===== src/rtl/ad_weight_proc.sv =====
// Load-cell weight pipeline: block average, tare subtract, scale, clamp.
// Optional steady-reading detector enabled by defining STABLE_DET_EN.
module ad_weight_proc #(
  parameter int unsigned AVG_LOG2    = 3,
  parameter logic [15:0] SCALE_MUL   = 16'd1000,
  parameter int unsigned SCALE_SHIFT = 16,
  parameter int unsigned W_OUT       = 16,
  parameter int unsigned STAB_TOL    = 4,
  parameter int unsigned STAB_CNT    = 4
) (
  input  logic             clk,
  input  logic             rst_n,
  input  logic [23:0]      ad_data,
  input  logic             ad_valid,
  input  logic             tare_req,
  output logic             tare_busy,
  output logic [W_OUT-1:0] weight,
  output logic             weight_valid,
  output logic             weight_neg,
  output logic             weight_stable
);

  localparam int unsigned AccW  = 24 + AVG_LOG2;
  localparam int unsigned ProdW = 42;
  localparam logic signed [ProdW-1:0] MulExt = ProdW'(SCALE_MUL);

  typedef enum logic [1:0] {StAcc, StCalc, StMul, StOut} state_e;

  state_e                  state_q, state_d;
  logic signed [AccW-1:0]  acc_q, acc_d, sum;
  logic [AVG_LOG2-1:0]     cnt_q, cnt_d;
  logic signed [23:0]      avg_q, avg_d, tare_q, tare_d;
  logic                    tare_pend_q, tare_pend_d;
  logic                    blk_tare_q, blk_tare_d;
  logic signed [25:0]      net_q, net_d;
  logic signed [ProdW-1:0] res_q, res_d, prod;
  logic [W_OUT-1:0]        weight_q, weight_d;
  logic                    valid_q, valid_d, neg_q, neg_d;
  logic                    last_sample, tare_load;

  assign sum         = acc_q + {{AVG_LOG2{ad_data[23]}}, ad_data};
  assign last_sample = ad_valid && (state_q == StAcc) && (&cnt_q);
  assign tare_load   = (state_q == StCalc) && blk_tare_q;
  assign prod        = $signed({{16{net_q[25]}}, net_q}) * MulExt;

  // State register
  always_ff @(posedge clk or negedge rst_n) begin
    if (!rst_n) state_q <= StAcc;
    else        state_q <= state_d;
  end

  // Next-state logic
  always_comb begin
    state_d = state_q;
    unique case (state_q)
      StAcc:   if (last_sample) state_d = StCalc;
      StCalc:  state_d = StMul;
      StMul:   state_d = StOut;
      StOut:   state_d = StAcc;
      default: state_d = StAcc;
    endcase
  end

  // Datapath and output next-state
  always_comb begin
    acc_d       = acc_q;
    cnt_d       = cnt_q;
    avg_d       = avg_q;
    tare_d      = tare_q;
    tare_pend_d = tare_pend_q;
    blk_tare_d  = blk_tare_q;
    net_d       = net_q;
    res_d       = res_q;
    weight_d    = weight_q;
    neg_d       = neg_q;
    valid_d     = 1'b0;

    // Samples arriving outside ACC start the next block; only ACC can complete one.
    if (ad_valid) begin
      if (last_sample) begin
        acc_d      = '0;
        cnt_d      = '0;
        avg_d      = sum[AccW-1:AVG_LOG2];
        blk_tare_d = tare_pend_q;
      end else begin
        acc_d = sum;
        cnt_d = cnt_q + AVG_LOG2'(1);
      end
    end

    if (tare_req && !tare_pend_q) tare_pend_d = 1'b1;

    unique case (state_q)
      StCalc: begin
        if (blk_tare_q) begin
          tare_d      = avg_q;
          tare_pend_d = 1'b0;
          net_d       = '0;
        end else begin
          net_d = {{2{avg_q[23]}}, avg_q} - {{2{tare_q[23]}}, tare_q};
        end
      end
      StMul: res_d = prod >>> SCALE_SHIFT;
      StOut: begin
        valid_d = 1'b1;
        if (res_q[ProdW-1]) begin
          weight_d = '0;
          neg_d    = 1'b1;
        end else if (|res_q[ProdW-1:W_OUT]) begin
          weight_d = '1;
          neg_d    = 1'b0;
        end else begin
          weight_d = res_q[W_OUT-1:0];
          neg_d    = 1'b0;
        end
      end
      default: ;
    endcase
  end

  always_ff @(posedge clk or negedge rst_n) begin
    if (!rst_n) begin
      acc_q       <= '0;
      cnt_q       <= '0;
      avg_q       <= '0;
      tare_q      <= '0;
      tare_pend_q <= 1'b0;
      blk_tare_q  <= 1'b0;
      net_q       <= '0;
      res_q       <= '0;
      weight_q    <= '0;
      neg_q       <= 1'b0;
      valid_q     <= 1'b0;
    end else begin
      acc_q       <= acc_d;
      cnt_q       <= cnt_d;
      avg_q       <= avg_d;
      tare_q      <= tare_d;
      tare_pend_q <= tare_pend_d;
      blk_tare_q  <= blk_tare_d;
      net_q       <= net_d;
      res_q       <= res_d;
      weight_q    <= weight_d;
      neg_q       <= neg_d;
      valid_q     <= valid_d;
    end
  end

  assign tare_busy    = tare_pend_q;
  assign weight       = weight_q;
  assign weight_valid = valid_q;
  assign weight_neg   = neg_q;

`ifdef STABLE_DET_EN
  localparam int unsigned ScW = $clog2(STAB_CNT + 1);

  logic [ScW-1:0]   stab_cnt_q, stab_cnt_d;
  logic [W_OUT-1:0] prev_q, prev_d;
  logic             prev_vld_q, prev_vld_d, stable_q, stable_d;
  logic [W_OUT:0]   diff, mag;

  always_comb begin
    diff       = {1'b0, weight_d} - {1'b0, prev_q};
    mag        = diff[W_OUT] ? -diff : diff;
    stab_cnt_d = stab_cnt_q;
    prev_d     = prev_q;
    prev_vld_d = prev_vld_q;
    stable_d   = stable_q;
    // A fresh tare makes the next weight the first of a new sequence.
    if (tare_load) prev_vld_d = 1'b0;
    if (state_q == StOut) begin
      prev_d     = weight_d;
      prev_vld_d = 1'b1;
      if (prev_vld_q && (mag <= (W_OUT + 1)'(STAB_TOL))) begin
        if (stab_cnt_q < ScW'(STAB_CNT)) stab_cnt_d = stab_cnt_q + ScW'(1);
      end else begin
        stab_cnt_d = '0;
      end
      stable_d = (stab_cnt_d == ScW'(STAB_CNT));
    end
  end

  always_ff @(posedge clk or negedge rst_n) begin
    if (!rst_n) begin
      stab_cnt_q <= '0;
      prev_q     <= '0;
      prev_vld_q <= 1'b0;
      stable_q   <= 1'b0;
    end else begin
      stab_cnt_q <= stab_cnt_d;
      prev_q     <= prev_d;
      prev_vld_q <= prev_vld_d;
      stable_q   <= stable_d;
    end
  end

  assign weight_stable = stable_q;
`else
  assign weight_stable = 1'b0;
`endif

endmodule


===== config.mk =====
export PLATFORM = sky130hd
export DESIGN_NAME = ad_weight_proc
export DESIGN_NICKNAME = d
export VERILOG_FILES = /design/src/rtl/ad_weight_proc.sv
export SDC_FILE = /design/constraint.sdc
export NUM_CORES = 1
export LEC_CHECK = 0
export ABC_AREA = 1
export CELL_PAD_IN_SITES_DETAIL_PLACEMENT = 1
export CELL_PAD_IN_SITES_GLOBAL_PLACEMENT = 1
export CORE_MARGIN = 1
export CORE_UTILIZATION = 49
export DETAILED_ROUTE_END_ITERATION = 6
export DONT_BUFFER_PORTS = 1
export PLACE_DENSITY = 0.85
export RECOVER_POWER = 100
export SLEW_MARGIN = 20
export SYNTH_ARGS = -nofsm -noshare
export SYNTH_HDL_FRONTEND = slang
export SYNTH_SLANG_ARGS = --single-unit

===== constraint.sdc =====
create_clock -name clk -period 4.95 [get_ports clk]
set_input_delay 0.7425 -clock clk [delete_from_list [all_inputs] [get_ports clk]]
set_output_delay 0.7425 -clock clk [all_outputs]
set_load 0.02 [all_outputs]

==> Word-level counts from Yosys, hierarchy flattened <==
Cells that the tools add are included.
{ "totals": {"word_cells": 41, "output_inout_bits": 20, "reg_bits": 147, "in_bits": 28} }
{ "classes": {"n_mul": 1, "add_sub_neg": 3, "n_reduce_logical": 9, "n_mux": 12, "n_eq_ne": 4} }
{ "op_table": {"columns": ["cell", "count"], "rows": [
  ["26-bit by 8-bit multiplier with 34-bit output, second input constant", 1],
  ["16-bit two-way mux", 2],
  ["27-bit adder", 1],
  ["27-bit two-way mux", 1],
  ["26-bit two-way mux", 1],
  ["26-bit OR reduction", 1],
  ["24-bit by 24-bit subtractor with 25-bit output", 1],
  ["2-bit case mux with 4 select lines", 1],
  ["1-bit two-way mux", 5],
  ["2-bit == test, second input constant", 2],
  ["2-bit AND reduction", 2],
  ["3-bit by 1-bit adder with 3-bit output, second input constant", 1],
  ["1-bit logical AND", 3],
  ["3-bit two-way mux", 1],
  ["3-bit AND reduction", 1],
  ["2-bit by 1-bit == test with 1-bit output, second input constant", 1],
  ["2-bit logical NOT", 1],
  ["2-bit two-way mux", 1],
  ["2-bit inequality test, second input constant", 1],
  ["1-bit logical NOT", 1]
]} }

==> Logic depth before layout (Yosys ltp) <==
Gate-level depths: netlist of the first run.
{ "logic_depth": {"depth_word": 5, "depth_mapped": 20, "ltp_nobuf": 20} }

==> Least setup slack after synthesis of the first run <==
OpenSTA, ideal clock, no wires.
{ "synth_path": {"path_type": "register to register", "start": "reg net_q[24]", "end": "reg res_q[15]", "setup_ns": 0.117, "path_slack_ns": 0.877, "path_buffers": 0, "arrival_time_ns": 3.955, "t_required_ns": 4.833, "synth_period_minus_slack_ns": 4.073, "path_stages_with_launch": 19, "cell_sequence": "dfrtp_1 > inv_1 > fa_1 > fa_1 > inv_1 > fa_1 > inv_1 > fa_1 > inv_1 > ha_1 > nand2_1 > inv_1 > nand2_1 > a21oi_1 > or2_0 > nor2_1 > nand3_1 > nand3_1 > nand2_1"} }
{ "synth_via": {"elab_chain_cells": 1} }
{ "synth_lines": {"columns": ["element", "line_no", "source"], "rows": [
  ["start, declared", "35", "logic signed [25:0] net_q, net_d;"],
  ["start signal, assigned", "141", "net_q <= net_d;"],
  ["26-bit by 8-bit multiplier with 34-bit output", "44", "assign prod = $signed({{16{net_q[25]}}, net_q}) * MulExt;"],
  ["end signal, assigned", "142", "res_q <= res_d;"],
  ["end, declared", "36", "logic signed [ProdW-1:0] res_q, res_d, prod;"]
]} }
No other way between the ends.
A chain may end at the register's enable or synchronous reset.

==> Final worst setup path of the first run <==
{ "layout_path": {"start": "reg net_q[15]", "end": "reg res_q[15]"} }
The elaborated chain is that of the path after synthesis.

==> flow_metrics.py, run 1 <==
metrics = {
    "synth": {
        "ys_ff_latch": 146,
        "synth.distinct_cells": 43,
        "syn_nets": 2180,
        "synthCells": 1915,
        "synth_edf_count": 0,
        "ys_async_sr_fraction": 1.00,
        "yosys_warnings": 0,
        "syn_area_um2": 14000,
        "avgSynthCellArea_um2": 7.32,
        "ys_seq_area_frac": 0.261,
        "yosysTopAreaCell": "dfrtp_1",
        "synth.top_cells.by_area": "dfrtp_1, nand2_1, fa_1",
        "synth_ff_type": "dfrtp_1",
        "yosys.area.top_type_share": 0.261,
    },
    "cts": {
        "clk_path_buf_depth": 2,
        "cts_buffers": 17,
        "cts_root_buf": "clkbuf_16",
        "h-tree-depth": 4,
        "post_cts_buffers": 0,
        "path_clk_slew_ps": 70,
        "cts_tree": "done",
        "clk_latency_ps": 440,
        "cts_sinks": 146,
    },
    "detailed_routing": {
        "routedWlPerCell_um": 18.2,
        "drt_iter0_markers": 484,
        "dr.pass1.iters": 5,
        "postRouteAntennaNets": 0,
        "finalWirelength_um": 42000,
        "drc": 0,
        "vias_per_cell": 5.34,
        "vias": 12300,
    },
    "worst_setup_path": {
        "startpoint_type": "flip-flop",
        "r2r_cells": 17,
        "r2r_start": "net_q[15]",
        "worst_setup_path_end_kind": "flip-flop",
        "crit_start": "net_q[15]",
        "crit_path_max_fanout": 5,
        "path_class": "flip-flop to flip-flop",
        "critPathArrivalTime_ps": 4900,
        "required_ps": 5280,
    },
    "placed_design": {
        "dpl.hpwl_um": 33900,
        "port-buffer-count": 0,
        "gp_congestion": 0.934,
    },
    "sta": {
        "tns_ps": 0,
        "fin_crit_ps": 4570,
        "hold_viol_final": 0,
        "setup_viol": 0,
        "finalMaxSlewViolations": 198,
        "finalCritPeriodShare": 0.923,
        "skew_ps": 6.94,
        "max_slew_margin": -0.880,
        "max_freq_mhz": 219,
        "worst_slew_pin_slew_ps": 2820,
        "rsz0062_at_grt": "no",
    },
    "global_routing": {
        "grt_pass1_vias": 13800,
        "grt_antenna_before_repair": 0,
        "grt_overflow": 0,
        "grt_pass1_wl_um": 69700,
        "grt_max_degree": 107,
        "grt_usage": 0.309,
    },
    "finish": {
        "drive_above_1_share": 0.0316,
        "antennaDiodeCount": 0,
        "nFillCells": 3679,
        "final_nets": 2180,
        "regArea_um2": 3650,
        "multi_input_area_um2": 8620,
        "area_delta_synth_final_pct": 6.63,
    },
    "worst_hold_path": {
        "min_from": "ad_valid",
        "whs_path_depth": 2,
        "hold_class": "input pin to flip-flop",
    },
    "floorplanning": {
        "die_h_um": 171,
        "die-area_um2": 29300,
        "die_x_um": 171,
        "coreArea_um2": 27900,
        "io_pins": 48,
        "start_util": 0.502,
        "num_rows": 61,
    },
    "run": {
        "maxCapViolCount": 3,
    },
    "outcome": {
        "status": "complete, but fails checks",
        "violations": "capacitance limit, slew limit",
    },
}
critical path: stages (launching register included):
cell and delay [ps]:
dfrtp_1 470, inv_1 190, fa_1 520, fa_1 510
inv_1 60, fa_1 540, inv_1 60, fa_1 530
inv_1 40, ha_1 350, a21oi_1 260, nand2_1 140
a21oi_1 300, nor2_1 110, nor2_1 130, nand3_1 90
nand3_1 80, nand2_1 60
synthesized netlist by cell type (10+ instances only):
cell	n
a21oi_1	113
buf_2	10
clkbuf_1	12
dfrtp_1	146
fa_1	95
ha_1	142
inv_1	417
nand2_1	511
nand3_1	105
nand4_1	15
nor2_1	109
o21ai_0	104
o21ai_1	15
o21bai_1	10
xnor2_1	15
metal layers:
metal / vias to the layer above / global-route usage / routed length (µm)
li1: 5923 / - / -
met1: 6108 / 0.355 / 17300
met2: 184 / 0.570 / 21900
met3: 97 / 0.0377 / 972
met4: 0 / 0.139 / 1820
met5: - / 0 / 0
per-stage QoR:
stage	cells	hold slack, ps	util	area (µm²)	setup WS [ps]
after floorplan	1915	444	-	14000	877
after global placement	2272	454	0.515	14400	519
after detailed placement	2272	454	0.515	14400	458
after CTS	2306	147	0.538	15000	436
after global routing	2306	411	0.535	14900	149
final	2306	414	0.535	14900	381
layout make-up:
class | count | share of cell area
multi-input cells | 1322 | 0.577
flip-flops and latches | 146 | 0.245
inverters | 421 | 0.106
well taps | 378 | 0.0317
clock buffers | 19 | 0.0290
clock inverters | 13 | 0.0101
repair buffers | 7 | 0.00209
sequential cells by signal, indices dropped and copies added (netlist names):
register / cells
tare_q: 24
weight_neg: 1
avg_q: 24
weight_valid: 1
res_q: 21
cnt_q: 3
acc_q: 27
net_q: 25
weight: 16
tare_busy: 1
state_q: 2
blk_tare_q: 1
what timing repair did:
| action | CTS | global route |
|---|---|---|
| gates resized for setup | 0 | 0 |
| hold endpoints to repair | 106 | 0 |
| hold buffers | 2 | 0 |
cell families (layout without fill, tap and decap cells):
group	Yosys count	in the layout	share of synthesized area
AOI/OAI and AO/OA	268	268	0.102
xor gates and xnor gates	23	23	0.0144
adders and majority gates	237	237	0.263
buffers and inverters	447	460	0.122
DFF	146	146	0.261
other	1	1	0.000268
and+or+nand+nor	793	793	0.237
path summary, 6_finish.rpt:
path	to	slack [ps]
worst max-delay path	res_q[15]	380
worst min-delay path	cnt_q[1]	410
worst max register to register	res_q[15]	380
worst min register to register	res_q[15]	470
max in group asynchronous	acc_q[12]	2110
min in group asynchronous	tare_q[5]	1110
placed cells by master, fill, tap and decap left out, types with 5 or more instances in the layout:
master and instances:
nand2_1 511, dfrtp_1 146, nor2_1 110, o21bai_1 10, xnor2_1 15, clkbuf_16 17, ha_1 142, o21ai_0 115
nand2_2 8, and2_1 5, xor2_1 8, a21oi_1 114, nand3_1 105, fa_1 95, nand4_1 15, o22ai_1 8
nor3_1 8, clkbuf_1 7, nand3b_1 9, nor2_2 7, o21ai_1 5, inv_1 419
Power of run 1 is left out: the tool's default activity adds up to more than one toggle a clock period on the data nets, which glitch-free logic cannot reach.
==> inputs of run 2 (changes only) <==
TNS_END_PERCENT = 1   (was default)
==> results of run 2 <==
No change in the layout: final DEF, timing and power equal those of run 1.
Power of run 2 is left out for the same reason.
